### src/rtl/pfc_cmd_sequencer.sv
// Round-robin sharer of the PFC command bus between NUM_REQ requesters.
// Each grant runs setup / strobe / capture and returns resp with a done pulse.
module pfc_cmd_sequencer #(
  parameter int NUM_REQ       = 2,
  parameter int SETTLE_CYCLES = 1
) (
  input  logic                    clk,
  input  logic                    reset_n,
  input  logic [NUM_REQ-1:0]      req_valid,
  input  logic [NUM_REQ-1:0]      req_write,
  input  logic [2*NUM_REQ-1:0]    req_bank,
  input  logic [2*NUM_REQ-1:0]    req_addr,
  input  logic [32*NUM_REQ-1:0]   req_wdata,
  output logic [NUM_REQ-1:0]      req_done,
  output logic [31:0]             rdata,
  output logic                    busy,
  output logic [36:0]             pfc_cmd,
  input  logic [31:0]             pfc_resp
);

  localparam int PW = (NUM_REQ > 1) ? $clog2(NUM_REQ) : 1;

  localparam logic [2:0] S_IDLE    = 3'd0;
  localparam logic [2:0] S_SETUP   = 3'd1;
  localparam logic [2:0] S_STROBE  = 3'd2;
  localparam logic [2:0] S_CAPTURE = 3'd3;
  localparam logic [2:0] S_DONE    = 3'd4;

  logic [2:0]    state;
  logic [PW-1:0] ptr;
  logic [PW-1:0] nxt;
  logic          found;
  logic [3:0]    cnt;
  logic          wr;
  logic [35:0]   cmd_q;

  // Round-robin pick: first requester upward from ptr+1, wrapping.
  always_comb begin
    int idx;
    idx   = 0;
    nxt   = ptr;
    found = 1'b0;
    for (int k = NUM_REQ; k >= 1; k--) begin
      idx = (int'(ptr) + k) % NUM_REQ;
      if (req_valid[PW'(idx)]) begin
        nxt   = PW'(idx);
        found = 1'b1;
      end
    end
  end

  // Sequencer: latch the granted command, hold it, strobe, capture, done.
  always_ff @(posedge clk or negedge reset_n) begin
    if (!reset_n) begin
      state <= S_IDLE;
      ptr   <= PW'(NUM_REQ - 1);
      cnt   <= '0;
      wr    <= 1'b0;
      cmd_q <= '0;
      rdata <= '0;
    end else begin
      unique case (state)
        S_IDLE: begin
          if (found) begin
            ptr   <= nxt;
            wr    <= req_write[nxt];
            cmd_q <= {req_bank[2*nxt +: 2],
                      req_addr[2*nxt +: 2],
                      req_wdata[32*nxt +: 32]};
            cnt   <= 4'(SETTLE_CYCLES - 1);
            state <= S_SETUP;
          end
        end
        S_SETUP: begin
          if (cnt == 4'd0) state <= S_STROBE;
          else             cnt   <= cnt - 4'd1;
        end
        S_STROBE:  state <= S_CAPTURE;
        S_CAPTURE: begin
          rdata <= pfc_resp;
          state <= S_DONE;
        end
        S_DONE:    state <= S_IDLE;
        default:   state <= S_IDLE;
      endcase
    end
  end

  // Done pulse goes only to the requester that owns the access.
  always_comb begin
    req_done = '0;
    if (state == S_DONE) req_done[ptr] = 1'b1;
  end

  // Strobe derives from state, so an async reset drops it at once.
  assign pfc_cmd = {(state == S_STROBE) & wr, cmd_q};
  assign busy    = (state != S_IDLE);

endmodule

### config.mk
export PLATFORM = sky130hd
export DESIGN_NAME = pfc_cmd_sequencer
export DESIGN_NICKNAME = d
export VERILOG_FILES = /design/src/rtl/pfc_cmd_sequencer.sv
export SDC_FILE = /design/constraint.sdc
export NUM_CORES = 1
export LEC_CHECK = 0
export CAP_MARGIN = 30
export CORE_MARGIN = 2
export CORE_UTILIZATION = 36
export CTS_BUF_LIST = sky130_fd_sc_hd__clkbuf_16
export CTS_CLUSTER_SIZE = 24
export DETAILED_ROUTE_END_ITERATION = 6
export HOLD_SLACK_MARGIN = 0.03
export PLACE_DENSITY_LB_ADDON = 0.12
export SLEW_MARGIN = 20
export SYNTH_ARGS = -nofsm -noshare
export SYNTH_HDL_FRONTEND = slang
export SYNTH_SLANG_ARGS = --single-unit
### constraint.sdc
create_clock -name clk -period 2.15 [get_ports clk]
set_input_delay 0.3225 -clock clk [delete_from_list [all_inputs] [get_ports clk]]
set_output_delay 0.3225 -clock clk [all_outputs]
set_load 0.02 [all_outputs]
==> results of run 1 <==
-- worst min-delay path by stage --
stage	cells after the start	to	start
after detailed placement	1	cmd_q[0]$_DFFE_PN0P_	reset_n
after CTS	2	cmd_q[3]$_DFFE_PN0P_	cmd_q[3]$_DFFE_PN0P_
after floorplan	0	cmd_q[0]$_DFFE_PN0P_	reset_n
final	2	cmd_q[6]$_DFFE_PN0P_	cmd_q[6]$_DFFE_PN0P_
after global routing	2	cmd_q[29]$_DFFE_PN0P_	cmd_q[29]$_DFFE_PN0P_
after global placement	1	cmd_q[0]$_DFFE_PN0P_	reset_n
-- layout by cell type (no fill, tap or decap), drive strengths merged, types with 2 or more instances in the layout --
master,netlist,routed
clkdlybuf4s50,0,178
bufinv,0,2
inv,3,5
mux2,32,32
clkbuf,8,9
dfrtp,76,76
nand2,39,39
mux2i,37,37
nor2b,2,2
nor3,2,2
o21ai,37,37
o2bb2ai,2,2
buf,10,10
clkinv,0,2
xnor2,3,3
-- final cells by class --
type	instances	area (µm²)
repair buffers	190	1880
fillers	726	3260
flip-flops and latches	77	1930
clock buffers	9	225
well taps	108	135
inverters	3	11.3
multi-input cells	170	1270
clock inverters	7	92.6
-- cell families (layout without fill, tap and decap cells) --
family	after synthesis	count (layout)	synth area share, %
compound gates	45	45	7.97
xor+xnor	3	3	0.793
fa+ha+maj	1	1	0.378
flops	77	77	58.2
simple gates	52	52	7.25
mux	69	69	22.1
buf+inv	21	209	3.32
-- where the power goes --
group	total (µW)	internal, µW	leakage (µW)	switching (µW)
Combinational	4000	2070	0.00137	1930
Clock	1590	1010	0.000158	576
Sequential	2520	2150	0.000936	375
Total	8110	5230	0.00246	2880
-- metrics by stage --
stage / hold slack (ns) / power (µW)
6_report: 0.477 / 8110
5_1_grt: 0.502 / 8620
4_1_cts: 0.483 / 8240
3_5_place_dp: 0.369 / 6600
3_3_place_gp: 0.367 / 6520
2_1_floorplan: 0.0269 / 4760
-- flip-flops by register name, summed over array words and instances, names as in the netlist --
signal	count
wr	1
state	3
rdata	32
ptr	1
cnt	4
cmd_q	36
-- worst max-delay path: stages, from the launching register on --
cell and delay [ns]:
dfrtp_1 0.47, nor4bb_1 0.31, clkdlybuf4s50_1 0.66
-- metal layers --
metal  global-route usage (%)  vias up  routed length (µm)
li1                         -     1295                   -
met1                     20.5     1223                3370
met2                     28.2      102                3940
met3                     6.06        9                 710
met4                     6.64        0                 128
met5                        0        -                   0
-- what timing repair did --
item                                   CTS  global route
hold buffers                             1             0
setup endpoints to repair                0             1
endpoints found under the hold margin   26             0
gates resized for setup                  0             1
==> impl_metrics.json, run 1 <==
{
  "outcome": "complete, no violations",
  "maxCapViolations": 0,
  "drt_iter0_markers": 40,
  "htree_num_levels": 3,
  "syn_area_um2": 3310,
  "fin_util_pct": 63.0,
  "worst_pin_slew_ns": 0.611,
  "ys_seq_elements": 77,
  "slew_headroom_pct": 59.2,
  "hpwl_um": 6170,
  "numPortBuffers": 180,
  "chipHeight_um": 99.9,
  "grt_pass1_vias": 2741,
  "tns_ns": 0,
  "synthTopCellsByArea": "dfrtp_1 (57%), mux2i_1 (11%), mux2_2 (11%)",
  "p_leak_uw": 0.00246,
  "dp_slack_ns": 0.232,
  "vias_per_cell": 4.66,
  "synth_seq_area_share_pct": 58.2,
  "core_area_um2": 8810,
  "placed_cells": 547,
  "startpoint": "state[2]$_DFFE_PN0P_",
  "syn-num-nets": 379,
  "grt_pass1_wl_um": 13400,
  "clock.fmax_mhz": 478,
  "die_area_um2": 9980,
  "placed_area_um2": 5220,
  "cp-endpoint": "req_done[1]",
  "layoutNonFillerInstCount": 564,
  "synth_most_common_cell": "dfrtp_1",
  "cts_tree": "yes",
  "netlist_top_cells_count": "dfrtp_1 (76), nand2_1 (39), mux2i_1 (37), o21ai_0 (37), mux2_2 (32)",
  "synth_flop_cell": "dfrtp_1",
  "reg2regPathDepth": 4,
  "fin_worst_skew_ns": 0.00901,
  "grt_setup_unrepaired": "no",
  "hold_class": "flop to flop",
  "rows": 34,
  "peakVddDrop_mv": 0.608,
  "synth_enable_flop_cells": 0,
  "syn_inst": 268,
  "initial_core_util_pct": 37.6,
  "finalSetupViolations": 0,
  "fin_crit_ns": 2.09,
  "cp-start-kind": "flop",
  "drcViolationCount": 0,
  "drv_slew": 0,
  "finalHoldViolations": 0,
  "crit_path_end_kind": "output pin",
  "drtAntennaViolNets": 0,
  "grt_max_degree": 50,
  "fin_nets": 562,
  "cp.arrival_ns": 1.77,
  "p_per_area_nw_per_um2": 1460,
  "firstDrtPassIters": 4,
  "die_w_um": 99.9,
  "r2r_slack_ns": 0.47,
  "drive_gt1_share_pct": 13.2,
  "diodes": 0,
  "synth_top_cell_area_share_pct": 57.4,
  "yosysWarnings": 0,
  "crit_type": "flop to output pin",
  "synth.distinct_cells": 30,
  "finalWirelength_um": 8150,
  "r2r-start": "state[1]$_DFFE_PN0P_",
  "track_usage_pct": 17.1,
  "cts_buffers": 9,
  "wl_per_cell_um": 14.4,
  "place.gp.congestion": 0.713,
  "cts_root_buf": "clkbuf_16",
  "path_clk_slew_ns": 0.05,
  "yosysTopAreaCell": "dfrtp_1",
  "final_area_um2": 5550,
  "areaGrowthSynthToFinish_pct": 67.4,
  "critPathRequiredTime_ns": 1.83,
  "cp_max_fo": 9,
  "cts_buffer_depth": 2,
  "io_pins": 182,
  "clk_latency_ns": 0.33,
  "fin_ws_ns": 0.0581,
  "async_flop_share_pct": 100,
  "avgSynthCellArea_um2": 12.4,
  "grt-ovfl-total": 0,
  "r2r-end": "cmd_q[22]$_DFFE_PN0P_",
  "fin_crit_sh_pct": 97.3,
  "antenna_found_initial": 0,
  "vias": 2629,
  "cts.sinks": 77,
  "cts_setup_buffers": 0
}
Power figures use the tool's default switching activity.
==> run 2, diff against run 1 <==
--- a/config.mk
+++ b/config.mk
@@ -5,7 +5,7 @@
 export SDC_FILE = /design/constraint.sdc
 export NUM_CORES = 1
 export LEC_CHECK = 0
-export CAP_MARGIN = 30
+export CAP_MARGIN = 20
 export CORE_MARGIN = 2
 export CORE_UTILIZATION = 36
 export CTS_BUF_LIST = sky130_fd_sc_hd__clkbuf_16
==> results of run 2 <==
Final layout, timing and power as in run 1 (identical DEF).
